File: src/rtl/serial_cla_adder_pkg.sv
// Shared definitions for the nibble-serial carry-look-ahead adder.
// Holds the nibble width, FSM state encoding and index-width helper.
package cla_pkg;

  localparam int NIBBLE_W = 4;

  typedef enum logic [1:0] {
    IDLE = 2'd0,
    RUN  = 2'd1,
    DONE = 2'd2
  } state_t;

  // Nibble index width: clog2 of the nibble count, never narrower than 1 bit.
  function automatic int idxWidth(input int width);
    int nib;
    nib = width / NIBBLE_W;
    return (nib > 1) ? $clog2(nib) : 1;
  endfunction

endpackage

File: src/rtl/serial_cla_adder_cla.sv
// 4-bit carry-look-ahead slice: flat generate/propagate carry equations,
// producing the nibble sum and the group carry-out.
module carry_look_ahead_gen
  import cla_pkg::*;
(
  input  logic [NIBBLE_W-1:0] i_a,
  input  logic [NIBBLE_W-1:0] i_b,
  input  logic                i_cin,
  output logic [NIBBLE_W-1:0] o_sum,
  output logic                o_carry
);

  logic [NIBBLE_W-1:0] w_gen;
  logic [NIBBLE_W-1:0] w_prop;
  logic [NIBBLE_W:0]   w_carry;

  assign w_gen  = i_a & i_b;
  assign w_prop = i_a ^ i_b;

  // Every carry is a two-level function of g/p and cin, no ripple chain.
  assign w_carry[0] = i_cin;
  assign w_carry[1] = w_gen[0] | (w_prop[0] & i_cin);
  assign w_carry[2] = w_gen[1] | (w_prop[1] & w_gen[0])
                    | (w_prop[1] & w_prop[0] & i_cin);
  assign w_carry[3] = w_gen[2] | (w_prop[2] & w_gen[1])
                    | (w_prop[2] & w_prop[1] & w_gen[0])
                    | (w_prop[2] & w_prop[1] & w_prop[0] & i_cin);
  assign w_carry[4] = w_gen[3] | (w_prop[3] & w_gen[2])
                    | (w_prop[3] & w_prop[2] & w_gen[1])
                    | (w_prop[3] & w_prop[2] & w_prop[1] & w_gen[0])
                    | (w_prop[3] & w_prop[2] & w_prop[1] & w_prop[0] & i_cin);

  assign o_sum   = w_prop ^ w_carry[NIBBLE_W-1:0];
  assign o_carry = w_carry[NIBBLE_W];

endmodule

File: src/rtl/serial_cla_adder.sv
// Multi-cycle WIDTH-bit adder reusing one 4-bit CLA slice, one nibble per
// clock, with valid/ready handshakes on the operand and result sides.
module serial_cla_adder
  import cla_pkg::*;
#(
  parameter int WIDTH = 16
)(
  input  logic             clk,
  input  logic             rst_n,
  input  logic             in_valid,
  output logic             in_ready,
  input  logic [WIDTH-1:0] a,
  input  logic [WIDTH-1:0] b,
  input  logic             cin,
  output logic             out_valid,
  input  logic             out_ready,
  output logic [WIDTH-1:0] sum,
  output logic             cout,
  output logic             ovf
);

  localparam int NIB = WIDTH / NIBBLE_W;
  localparam int IW  = idxWidth(WIDTH);
  localparam logic [IW-1:0] LAST_IDX = IW'(NIB - 1);
  localparam logic [IW-1:0] IDX_ONE  = IW'(1);

  if ((WIDTH % NIBBLE_W) != 0 || WIDTH < NIBBLE_W) begin : g_badWidth
    $error("serial_cla_adder: WIDTH must be a multiple of 4 and at least 4");
  end

  state_t              r_state;
  state_t              w_nextState;
  logic [WIDTH-1:0]    r_a;
  logic [WIDTH-1:0]    r_b;
  logic [WIDTH-1:0]    r_sum;
  logic                r_carry;
  logic                r_cout;
  logic                r_ovf;
  logic [IW-1:0]       r_idx;
  logic [NIBBLE_W-1:0] w_aNib;
  logic [NIBBLE_W-1:0] w_bNib;
  logic [NIBBLE_W-1:0] w_sliceSum;
  logic                w_sliceCarry;
  logic                w_accept;
  logic                w_lastNib;

  always_ff @(posedge clk or negedge rst_n) begin
    if (!rst_n) r_state <= IDLE;
    else        r_state <= w_nextState;
  end

  always_comb begin
    w_nextState = r_state;
    unique case (r_state)
      IDLE:    if (w_accept)  w_nextState = RUN;
      RUN:     if (w_lastNib) w_nextState = DONE;
      DONE:    if (out_ready) w_nextState = IDLE;
      default: w_nextState = IDLE;
    endcase
  end

  always_comb begin
    in_ready  = (r_state == IDLE);
    out_valid = (r_state == DONE);
  end

  assign w_accept  = in_valid && in_ready;
  assign w_lastNib = (r_idx == LAST_IDX);

  // Constant-index mux keeps every part-select static.
  always_comb begin
    w_aNib = '0;
    w_bNib = '0;
    for (int n = 0; n < NIB; n++) begin
      if (r_idx == IW'(n)) begin
        w_aNib = r_a[n*NIBBLE_W +: NIBBLE_W];
        w_bNib = r_b[n*NIBBLE_W +: NIBBLE_W];
      end
    end
  end

  carry_look_ahead_gen u_slice (
    .i_a     (w_aNib),
    .i_b     (w_bNib),
    .i_cin   (r_carry),
    .o_sum   (w_sliceSum),
    .o_carry (w_sliceCarry)
  );

  always_ff @(posedge clk or negedge rst_n) begin
    if (!rst_n) begin
      r_a     <= '0;
      r_b     <= '0;
      r_sum   <= '0;
      r_carry <= 1'b0;
      r_cout  <= 1'b0;
      r_ovf   <= 1'b0;
      r_idx   <= '0;
    end else begin
      case (r_state)
        IDLE: begin
          if (w_accept) begin
            r_a     <= a;
            r_b     <= b;
            r_carry <= cin;
            r_idx   <= '0;
          end
        end
        RUN: begin
          for (int n = 0; n < NIB; n++) begin
            if (r_idx == IW'(n)) r_sum[n*NIBBLE_W +: NIBBLE_W] <= w_sliceSum;
          end
          r_carry <= w_sliceCarry;
          // The index parks on the last nibble instead of wrapping.
          if (w_lastNib) begin
            r_cout <= w_sliceCarry;
            r_ovf  <= (r_a[WIDTH-1] == r_b[WIDTH-1]) &&
                      (w_sliceSum[NIBBLE_W-1] != r_a[WIDTH-1]);
          end else begin
            r_idx <= r_idx + IDX_ONE;
          end
        end
        default: ;
      endcase
    end
  end

  assign sum  = r_sum;
  assign cout = r_cout;
  assign ovf  = r_ovf;

endmodule

File: config.mk
export PLATFORM = sky130hd
export DESIGN_NAME = serial_cla_adder
export DESIGN_NICKNAME = d
export VERILOG_FILES = /design/src/rtl/serial_cla_adder_pkg.sv /design/src/rtl/serial_cla_adder_cla.sv /design/src/rtl/serial_cla_adder.sv
export SDC_FILE = /design/constraint.sdc
export NUM_CORES = 1
export LEC_CHECK = 0
export BUFFER_PORTS_ARGS = -buffer_cell sky130_fd_sc_hd__clkbuf_2
export CAP_MARGIN = 20
export CORE_UTILIZATION = 48
export CTS_BUF_LIST = sky130_fd_sc_hd__clkbuf_16
export DETAILED_ROUTE_END_ITERATION = 7
export PLACE_DENSITY = 0.84
export SLEW_MARGIN = 20
export SYNTH_ARGS = -nofsm -noshare
export SYNTH_HDL_FRONTEND = slang
export SYNTH_SLANG_ARGS = --single-unit
File: constraint.sdc
create_clock -name clk -period 3.2 [get_ports clk]
set_clock_uncertainty 0.2 [all_clocks]
set_input_delay 0.16 -clock clk [delete_from_list [all_inputs] [get_ports clk]]
set_output_delay 0.16 -clock clk [all_outputs]
set_load 0.01 [all_outputs]
Yosys cells after proc, flatten, opt, wreduce, memory -nomap -nowiden:

Cells that the tools add are included.

* $add $sub $neg: 1
* $mul: 0
* divide/modulo/power cells: 0
* magnitude comparators: 0
* eq/ne operators: 11
* shifts and indexed selects: 0
* mux-type cells: 17
* bitwise logic cells: 29
* reduce and logical (&&, ||, !) cells: 13

Operators with widths (number)
* two-way mux 4 bit: 8
* bitwise AND 1 bit: 16
* AND reduction 2 bit: 6
* two-way mux 2 bit: 5
* OR 1 bit: 10
* XOR 4 bit: 2
* equality test 2 bit (second input constant): 3
* one-hot mux 2 bit (3 select lines): 1
* AND reduction 3 bit: 2
* bitwise AND 4 bit: 1
* equality test 2 x 1 -> 1 bit (second input constant): 2
* zero test 2 bit: 2
* inequality test 2 x 1 -> 1 bit (second input constant): 2
* inequality test 2 bit (second input constant): 2
* one-hot mux 2 bit (2 select lines): 1
* adder 2 x 1 -> 2 bit (second input constant): 1
* logical AND 1 bit: 2
* one-hot mux 1 bit (2 select lines): 1
* nonzero test 2 bit: 1
* equality test 1 bit: 1
* two-way mux 1 bit: 1
* inequality test 1 bit: 1

* register bits after elaboration: 55
* bits in latches: 0
* memory bits (writable): 0
* memory bits (read-only): 0
* output and inout port bits: 20
* memories: 0

Longest topological paths before layout:

Gate-level depths: netlist of run 1.

* depth in word-level cells: 13
* gate-level depth with buffers: 12
* mapped depth without buffers: 11

Modules after synthesis:

From an unflattened synthesis of run 1, not the netlist that was laid out.

* cell total of the unflattened synthesis: 207
* area, all modules: 2736.4 um^2

By module, submodules not included
* serial_cla_adder: times used 1, cells each 190, area an instance 2588.7 um^2, seq. area each 1376.3 um^2
* carry_look_ahead_gen: times used 1, cells each 17, area an instance 147.6 um^2, seq. area each 0.0 um^2

Least setup slack after synthesis of run 1:

Ideal clock, no wire load.

* kind: flip-flop to flip-flop
* from: reg r_idx[0]
* to: reg r_ovf, in the netlist ovf
* arrival: 2.715 ns
* path slack: 0.198 ns
* cell stages (with the launch flop): 12
* buffers on the path: 2
* cells stage by stage: dfrtp_1 > inv_1 > ha_1 > clkbuf_1 > clkbuf_1 > a21oi_1 > o21ai_0 > ha_1 > a21o_2 > and4_4 > or3_4 > o211ai_1

* longest elaborated chain between the ends: 13
* elaborated cells between the ends (all ways): 26
* those cells by class: eq/ne: 4; mux: 8; bitwise: 11; reduce/logical: 3

Ends and longest elaborated chain
* start: declaration: line serial_cla_adder.sv:39 `logic [IW-1:0] r_idx;`
* start signal: assignment: line serial_cla_adder.sv:120 `r_idx <= r_idx + IDX_ONE;`
* zero test 2 bit: line serial_cla_adder.sv:75 `if (r_idx == IW'(n)) begin`
* two-way mux 4 bit (4 in series): line serial_cla_adder.sv:75
* XOR 4 bit or bitwise AND 4 bit (tied branches): line serial_cla_adder_cla.sv:18, serial_cla_adder_cla.sv:17
* bitwise AND 1 bit (on tied branches): line serial_cla_adder_cla.sv:25, serial_cla_adder_cla.sv:26, serial_cla_adder_cla.sv:27
* OR 1 bit, or another cell as far along: line serial_cla_adder_cla.sv:25 `assign w_carry[3] = w_gen[2] | (w_prop[2] & w_gen[1])`
* OR 1 bit or bitwise AND 1 bit (tied branches): line serial_cla_adder_cla.sv:26, serial_cla_adder_cla.sv:27
* OR 1 bit: line serial_cla_adder_cla.sv:27 `| (w_prop[2] & w_prop[1] & w_prop[0] & i_cin);`
* XOR 4 bit: line serial_cla_adder_cla.sv:33 `assign o_sum = w_prop ^ w_carry[NIBBLE_W-1:0];`
* inequality test 1 bit: line serial_cla_adder.sv:118 `(w_sliceSum[NIBBLE_W-1] != r_a[WIDTH-1]);`
* logical AND 1 bit: line serial_cla_adder.sv:117 `r_ovf <= (r_a[WIDTH-1] == r_b[WIDTH-1]) &&`
* end signal: assignment: line serial_cla_adder.sv:117
* end: declaration: line serial_cla_adder.sv:38 `logic r_ovf;`

Parallel ways exist; a longest one is shown, timed or not.
A chain may end at the register's enable or synchronous reset.

Worst setup path after layout of run 1:

* from: reg r_idx[1]
* to: reg r_ovf, in the netlist ovf

The elaborated chain is that of the path after synthesis.

==> results of run 1 <==
[metrics by stage]
| stage | hold WS (ns) | instances | total power (uW) |
|---|---|---|---|
| finish | 0.00620 | 390 | 3690 |
| global route | 0.0294 | 390 | 3990 |
| CTS | 0.00654 | 390 | 3690 |
| detailed placement | 0.139 | 348 | 3110 |
| global placement | 0.138 | 348 | 3020 |
| floorplan | -0.336 | 229 | 2580 |
[power by group through the flow]
stage | clock network, uW | logic, uW | registers [uW]
finish | 526 | 1880 | 1290
global route | 567 | 2090 | 1330
CTS | 538 | 1870 | 1290
detailed placement | 0 | 1820 | 1300
global placement | 0 | 1740 | 1280
floorplan | 0 | 1330 | 1260
[synthesized netlist by cell type (2+ instances only)]
cell type / count / share of area (%)
a21oi_1: 16 / 3.1
a221oi_1: 2 / 0.68
nor2b_1: 5 / 1.2
clkbuf_1: 7 / 1.0
o21ai_0: 22 / 4.3
a22o_1: 2 / 0.68
mux2_2: 36 / 16
buf_4: 4 / 1.2
dfrtp_1: 55 / 53
nor2_1: 8 / 1.2
o31ai_1: 4 / 1.2
nand2_1: 33 / 4.8
nand3b_1: 7 / 2.0
inv_1: 4 / 0.58
ha_1: 8 / 3.9
[sequential cells by signal, indices dropped and copies added (netlist names)]
signal	flops
sum	16
r_b	16
r_carry	1
ovf	1
r_a	16
r_idx	2
r_state	2
cout	1
[layout make-up]
cell class / instances / share of cell area, %
Multi-Input combinational cell: 158 / 33.3
Clock buffer: 5 / 3.66
Clock inverter: 3 / 0.549
Tap cell: 70 / 2.56
Sequential cell: 55 / 40.3
Inverter: 4 / 0.439
Timing Repair Buffer: 95 / 19.3
[per-layer routing]
layer  vias up  track usage, %  wire length, um
met4         0            8.44              105
met1      1003            28.4             2580
met3        13            5.03              290
met5         -               0                0
li1        984               -                -
met2        71            41.2             2950
[repair_timing]
| item | 4_1_cts | 5_1_grt |
|---|---|---|
| gates resized for setup | 0 | 3 |
| hold endpoints to repair | 76 | 0 |
| hold buffers | 34 | 0 |
| endpoints found under the setup margin | 0 | 11 |
| setup buffers | 0 | 0 |
[cell families after synthesis]
| logic type | share of synthesized area [%] |
|---|---|
| AND/OR/NAND/NOR | 10.7 |
| flip-flops | 53.2 |
| AO/OA/AOI/OAI | 11.3 |
| multiplexers | 16.5 |
| buffers and inverters | 2.95 |
| adder cells (fa/ha/maj) | 4.64 |
| XOR/XNOR | 0.677 |
[worst max-delay path by stage]
stage / to / depth (start not counted) / slack, ns
after global placement: ovf / 11 / 0.26
after detailed placement: ovf / 11 / 0.12
after global routing: sum[11] / 12 / 0.02
after CTS: sum[7] / 11 / 0.1
after floorplan: ovf / 11 / 0.20
final: ovf / 12 / 0.21
[placed cells by master (no fill, tap or decap), drive strengths merged, types with 2 or more instances in the layout]
cell type and instances:
a221oi 2, or3 2, a22o 2, clkinv 2, dfrtp 55, nand2 33
nor2 8, dlygate4sd3 34, nand3b 7, buf 6, o21ai 22, a21oi 16
inv 5, ha 8, nor2b 5, o31ai 4, mux2 37, clkbuf 60
[worst reg2reg max path: cells and delay by family (launching register included)]
family	cells	cell delay [ns]
adders and majority gates	2	0.58
DFF	1	0.40
and+or+nand+nor	3	0.63
buffers and inverters	2	0.30
AOI/OAI and AO/OA	5	0.81
==> results.json, run 1 <==
{
  "period_needed_ns": 2.99,
  "antenna_cells": 0,
  "min_path_cells": 3,
  "ys_async_sr_fraction_pct": 100,
  "die_h_um": 75.4,
  "die_area_mm2": 0.00569,
  "drcViolationCount": 0,
  "power.density_mw_per_mm2": 1080,
  "rr_endpoint": "ovf",
  "syn_avg_cell_area_um2": 11.3,
  "cp_top_family": "compound AO/OA/AOI/OAI gates",
  "critPathBufInv": 2,
  "htreeDepth": 2,
  "setup.worst_path.class": "flop to flop",
  "hpwlAfterDp_mm": 3.97,
  "cp.required_ns": 3.21,
  "path_cells": "inv_1 -> ha_1 -> buf_4 -> nand3b_1 -> a21oi_1 -> a21oi_1 -> o21ai_0 -> ha_1 -> a21oi_1 -> nor2b_1 -> or3_4 -> o211ai_1",
  "rrSetupSlack_ns": 0.21,
  "gp_congestion": 0.910,
  "comb_power_share_pct": 50.8,
  "grt_pass1_vias": 2179,
  "regArea_mm2": 0.00138,
  "drt_pre_antenna_iters": 4,
  "drive_above_1_share_pct": 34.1,
  "core_area_mm2": 0.00514,
  "arrival_ns": 3.00,
  "swShare_pct": 39.8,
  "syn_to_final_growth_pct": 32.1,
  "cpMostUsedCell": "a21oi_1",
  "syn_nets": 275,
  "cp-start-kind": "flop",
  "tritoncts": "built",
  "die_w_um": 75.4,
  "syn_area_mm2": 0.00259,
  "synth-edff-count": 0,
  "maxCapViolCount": 0,
  "final_util_pct": 66.5,
  "fin_crit_sh_pct": 93.5,
  "power_frac_seq_pct": 35.0,
  "drv_slew": 0,
  "antenna_found_initial": 0,
  "portBuffers": 56,
  "grtUsageTotal_pct": 23.4,
  "hp-start": "in_valid",
  "clkSinkCount": 55,
  "netSwitchingPower_uw": 1470,
  "routed_wl_mm": 5.92,
  "worst_slack_ns": 0.208,
  "power.internal_uw": 2220,
  "design_area_mm2": 0.00342,
  "ys_seq_area_share_pct": 53.2,
  "power.clock.fraction_pct": 14.2,
  "clk_pin_slew_ns": 0.07,
  "io-pin-count": 57,
  "drt_iter0_drc": 57,
  "ant_nets": 0,
  "grt_max_degree": 45,
  "tightest_slew_ns": 0.963,
  "initial_core_util_pct": 50.3,
  "slowest_stage": "dfrtp_1",
  "dr_total_vias": 2071,
  "row_count": 26,
  "dp_slack_ns": 0.121,
  "wl_per_cell_um": 15.2,
  "end_kind": "flop",
  "setup_tns_ns": 0,
  "synthFlopType": "dfrtp_1",
  "path_max_fanout": 10,
  "crit_start": "r_idx[1]",
  "synth_cells": 229,
  "peakVddDrop_v": 0.000594,
  "clk_latency_ns": 0.29,
  "cts_buffers": 5,
  "grt_pass1_wl_mm": 9.82,
  "synth.distinct_cells": 31,
  "holdPathEnd": "r_state[0]",
  "hp-class": "primary input to flop",
  "grt_overflow": 0,
  "finalSetupViolations": 0,
  "rsz0062_at_grt": "false",
  "clockRootBuffer": "clkbuf_16",
  "r2r.worst_path.cells": 12,
  "clk_path_buf_depth": 2,
  "status": "completed",
  "hold_viol": 0,
  "max_stage_delay_ns": 0.40,
  "ys_ff_latch": 55,
  "multiInputGateArea_mm2": 0.00114,
  "placed_cell_area_mm2": 0.00293,
  "r2r_start": "r_idx[1]",
  "fillers": 420,
  "synth_warnings": 0,
  "fmax_mhz": 334,
  "viasPerCell": 5.31,
  "p_leak_uw": 0.00157,
  "final_nets": 365,
  "slew_headroom_pct": 35.8
}
Power figures use the tool's default switching activity.
==> run 2, diff against run 1 <==
Settings changed: CORE_UTILIZATION 48 to 58, PLACE_DENSITY 0.84 to 0.93.
Clock period 3.2 ns to 3.5 ns, I/O delays scaled along.
==> results.json, run 2 (synthesis results as in run 1) <==
{
  "status": "completed",
  "rsz0062_at_grt": "false",
  "die_area_mm2": 0.00473,
  "hp-start": "cin",
  "total_power_uw": 3460,
  "tightest_slew_ns": 0.690,
  "hold_buffers": 35,
  "power.internal_uw": 2100,
  "path_cells": "inv_1 -> ha_1 -> nand3b_1 -> a21oi_1 -> a21oi_1 -> o21ai_0 -> ha_1 -> a21o_2 -> and4_4 -> or3_4 -> o21ai_0",
  "fillers": 230,
  "worst_slack_ns": 0.375,
  "power_frac_seq_pct": 34.3,
  "setup_tns_ns": 0,
  "slowest_stage": "dfrtp_1",
  "clkSinkCount": 55,
  "cp-start-kind": "flop",
  "wl_per_cell_um": 15.6,
  "arrival_ns": 3.14,
  "period_needed_ns": 3.13,
  "clk_path_buf_depth": 2,
  "dp_slack_ns": 0.417,
  "clockRootBuffer": "clkbuf_16",
  "comb_power_share_pct": 48.9,
  "drt_pre_antenna_iters": 4,
  "swShare_pct": 39.3,
  "dr_total_vias": 2077,
  "fmax_mhz": 320,
  "io-pin-count": 57,
  "syn_to_final_growth_pct": 32.3,
  "power.density_mw_per_mm2": 1010,
  "routed_wl_mm": 5.78,
  "fin_crit_sh_pct": 89.3,
  "drcViolationCount": 0,
  "drv_slew": 0,
  "tritoncts": "built",
  "cp.required_ns": 3.52,
  "maxCapViolCount": 0,
  "crit_start": "r_idx[0]",
  "hold_viol": 0,
  "row_count": 23,
  "finalSetupViolations": 0,
  "p_leak_uw": 0.00158,
  "hp-class": "primary input to flop",
  "core_area_mm2": 0.00414,
  "cts_buffers": 5,
  "grt_max_degree": 33,
  "grtUsageTotal_pct": 28.5,
  "initial_core_util_pct": 62.4,
  "setup.worst_path.class": "flop to flop",
  "end_kind": "flop",
  "htreeDepth": 2,
  "portBuffers": 56,
  "max_stage_delay_ns": 0.42,
  "slew_headroom_pct": 54.0,
  "ant_nets": 0,
  "path_max_fanout": 8,
  "layout_common_cells": "clkbuf_2 (56), dfrtp_1 (55), mux2_2 (36), dlygate4sd3_1 (35), nand2_1 (33)",
  "peakVddDrop_v": 0.000643,
  "die_w_um": 68.8,
  "gp_congestion": 0.835,
  "die_h_um": 68.8,
  "grt_overflow": 0,
  "grt_pass1_vias": 2041,
  "viasPerCell": 5.61,
  "cts_setup_buffers": 0,
  "clk_pin_slew_ns": 0.07,
  "grt_pass1_wl_mm": 9.38,
  "final_nets": 365,
  "hpwlAfterDp_mm": 3.81,
  "antenna_found_initial": 0,
  "drive_above_1_share_pct": 33.4,
  "final_common_cell": "clkbuf_2",
  "netSwitchingPower_uw": 1360,
  "clk_latency_ns": 0.30,
  "r2r_start": "r_idx[0]",
  "cts.repair.resized": 0,
  "antenna_cells": 0,
  "drt_iter0_drc": 83,
  "power.clock.fraction_pct": 16.8
}
==> run 2: cell types whose count changed in the layout (fill, tap and decap cells not counted), sizes merged <==
| cell | change |
|---|---|
| buf | -2 |
| bufinv | +1 |
| clkbuf | +1 |
| clkinv | -1 |
| dlygate4sd3 | +1 |
==> run 2: per-stage QoR <==
step	instance area (um^2)	cells	hold WS (ns)	utilization (%)
2_1_floorplan	2590	229	-0.321	-
3_3_place_gp	2900	327	0.0418	70.0
3_5_place_dp	2900	327	0.0448	70.0
4_1_cts	3420	370	0.110	82.6
5_1_grt	3420	370	0.152	82.6
6_report	3420	370	0.107	82.6
==> run 2: final cells by class <==
cell class | count | area (um^2) | area share, %
sequential | 55 | 1380 | 40.2
multi-input combinational | 158 | 1130 | 33.2
timing repair buffer | 95 | 661 | 19.3
clock buffer | 5 | 125 | 3.66
tap | 50 | 62.6 | 1.83
clock inverter | 3 | 47.5 | 1.39
inverter | 4 | 15.0 | 0.439
==> run 2: routing by layer <==
layer  part of all wire [%]  GRT usage, %  vias to the layer above
met3                    6.6          9.87                       10
met1                     43          34.6                      994
met5                      0             0                        -
met4                    1.6          11.5                        0
li1                       -             -                      983
met2                     49          46.3                       90
==> run 2: worst max-delay path, delay by kind of cell, from the launching register on <==
kind | cells | cell delay, ns
AOI/OAI and AO/OA | 5 | 0.93
adders and majority gates | 2 | 0.66
buffers and inverters | 1 | 0.12
DFF | 1 | 0.42
and+or+nand+nor | 3 | 0.70
==> run 2: final timing paths <==
path / to / slack, ns / cells after the start
max reg2reg: sum[11] / 0.37 / 11
max in group asynchronous: r_b[7] / 2.04 / 3
min: r_carry / 0.11 / 5
min reg2reg: sum[9] / 0.28 / 2
min in group asynchronous: cout / 0.24 / 2
max: sum[11] / 0.37 / 11
==> run 2: power by group through the flow <==
stage / combinational, uW / clock [uW] / sequential (uW)
final: 1690 / 580 / 1190
after global routing: 1920 / 614 / 1220
after CTS: 1690 / 584 / 1180
after detailed placement: 1640 / 0 / 1190
after global placement: 1580 / 0 / 1170
after floorplan: 1210 / 0 / 1150
==> run 3, diff against run 2 <==
Settings changed: MAX_ROUTING_LAYER set to met4, PLACE_DENSITY 0.93 to 0.91.
==> results.json, run 3 (synthesis results as in run 1) <==
{
  "initial_core_util_pct": 62.4,
  "final_nets": 365,
  "comb_power_share_pct": 51.2,
  "row_count": 23,
  "layout_common_cells": "clkbuf_2 (56), dfrtp_1 (55), mux2_2 (36), dlygate4sd3_1 (34), nand2_1 (33)",
  "power.density_mw_per_mm2": 1020,
  "dp_slack_ns": 0.521,
  "portBuffers": 56,
  "power.clock.fraction_pct": 14.3,
  "grt_pass1_wl_mm": 9.91,
  "drv_slew": 0,
  "clkSinkCount": 55,
  "maxCapViolCount": 0,
  "gp_congestion": 0.848,
  "antenna_cells": 0,
  "setup_tns_ns": 0,
  "drt_pre_antenna_iters": 4,
  "fillers": 259,
  "cts_setup_buffers": 0,
  "regArea_mm2": 0.00138,
  "clockRootBuffer": "clkbuf_16",
  "status": "completed",
  "die_area_mm2": 0.00473,
  "power_frac_seq_pct": 34.6,
  "dr_total_vias": 2082,
  "drt_iter0_drc": 150,
  "io-pin-count": 57,
  "htreeDepth": 2,
  "routed_wl_mm": 6.30,
  "worst_slack_ns": 0.364,
  "ant_nets": 0,
  "cp.required_ns": 3.50,
  "peakVddDrop_v": 0.000539,
  "wl_per_cell_um": 17.0,
  "grt_overflow": 0,
  "holdPathEnd": "r_state[0]",
  "drcViolationCount": 0,
  "finalSetupViolations": 0,
  "cts_buffers": 5,
  "min_path_cells": 3,
  "p_leak_uw": 0.00157,
  "tightest_slew_ns": 0.673,
  "swShare_pct": 40.9,
  "fmax_mhz": 319,
  "end_kind": "flop",
  "viasPerCell": 5.63,
  "setup.worst_path.class": "flop to flop",
  "syn_to_final_growth_pct": 31.1,
  "clk_path_buf_depth": 2,
  "dp.cells": 328,
  "antenna_found_initial": 0,
  "multiInputGateArea_mm2": 0.00113,
  "hp-start": "in_valid",
  "clk_pin_slew_ns": 0.07,
  "whs_ns": 0.0369,
  "r2r_start": "r_idx[1]",
  "arrival_ns": 3.14,
  "grt_pass1_vias": 2085,
  "core_area_mm2": 0.00414,
  "period_needed_ns": 3.14,
  "die_h_um": 68.8,
  "hpwlAfterDp_mm": 3.89,
  "rsz0062_at_grt": "false",
  "rr_endpoint": "sum[7]",
  "final_util_pct": 81.9,
  "drive_above_1_share_pct": 33.4,
  "final_common_cell": "clkbuf_2",
  "die_w_um": 68.8,
  "grtUsageTotal_pct": 30.9,
  "netSwitchingPower_uw": 1410,
  "fin_crit_sh_pct": 89.6,
  "power.internal_uw": 2040,
  "path_max_fanout": 7,
  "clk_latency_ns": 0.29,
  "cp-start-kind": "flop",
  "hold_viol": 0,
  "grt_max_degree": 33,
  "hp-class": "primary input to flop",
  "layout.cells.non_filler": 370,
  "slew_headroom_pct": 55.1,
  "rrSetupSlack_ns": 0.36,
  "tritoncts": "built",
  "r2r.worst_path.cells": 11
}
-- run 3: worst max path at each step --
stage,from,endpoint,depth (start not counted)
after floorplan,r_idx[0],ovf,11
after detailed placement,r_idx[1],ovf,11
after global placement,r_idx[1],ovf,11
after CTS,r_idx[1],sum[7],11
after global routing,r_idx[1],sum[15],11
final,r_idx[1],sum[7],11
-- run 3: power by group through the flow --
| stage | clock network, uW | logic (uW) | registers (uW) |
|---|---|---|---|
| after global routing | 521 | 1930 | 1230 |
| after global placement | 0 | 1600 | 1170 |
| after detailed placement | 0 | 1660 | 1190 |
| after floorplan | 0 | 1210 | 1150 |
| after CTS | 489 | 1710 | 1180 |
| final | 492 | 1760 | 1190 |
-- run 3: worst max-delay path: stages, from the launching register on --
cell      delay [ns]
dfrtp_1         0.39
inv_1           0.09
ha_1            0.26
nand3b_1        0.22
a21oi_1         0.19
a21oi_1         0.06
o21ai_0         0.31
ha_1            0.33
a21o_2          0.21
and4_4          0.19
or3_4           0.40
o21ai_0         0.18
-- run 3: metal layers --
| layer | wire length [um] | vias to the layer above | GRT usage (%) |
|---|---|---|---|
| met2 | 3160 | 87 | 50.9 |
| li1 | - | 976 | - |
| met1 | 2490 | 994 | 34.7 |
| met4 | 282 | 0 | 18.1 |
| met3 | 368 | 25 | 6.41 |
| met5 | 0 | - | - |
-- run 3: metrics by stage --
step | instance area [um^2] | total power [uW]
final | 3390 | 3450
after floorplan | 2590 | 2360
after detailed placement | 2910 | 2850
after global routing | 3390 | 3680
after CTS | 3390 | 3380
after global placement | 2910 | 2770
-- run 3: timing repair --
action | 4_1_cts | 5_1_grt
hold buffers | 34 | 0
endpoints found under the hold margin | 60 | 0
gates resized for setup | 0 | 0
-- run 3: area by class of cell --
class | count | share of cell area (%)
Sequential cell | 55 | 40.6
Multi-Input combinational cell | 158 | 33.5
Inverter | 4 | 0.443
Clock buffer | 5 | 3.69
Tap cell | 50 | 1.84
Clock inverter | 3 | 0.590
Timing Repair Buffer | 95 | 19.4
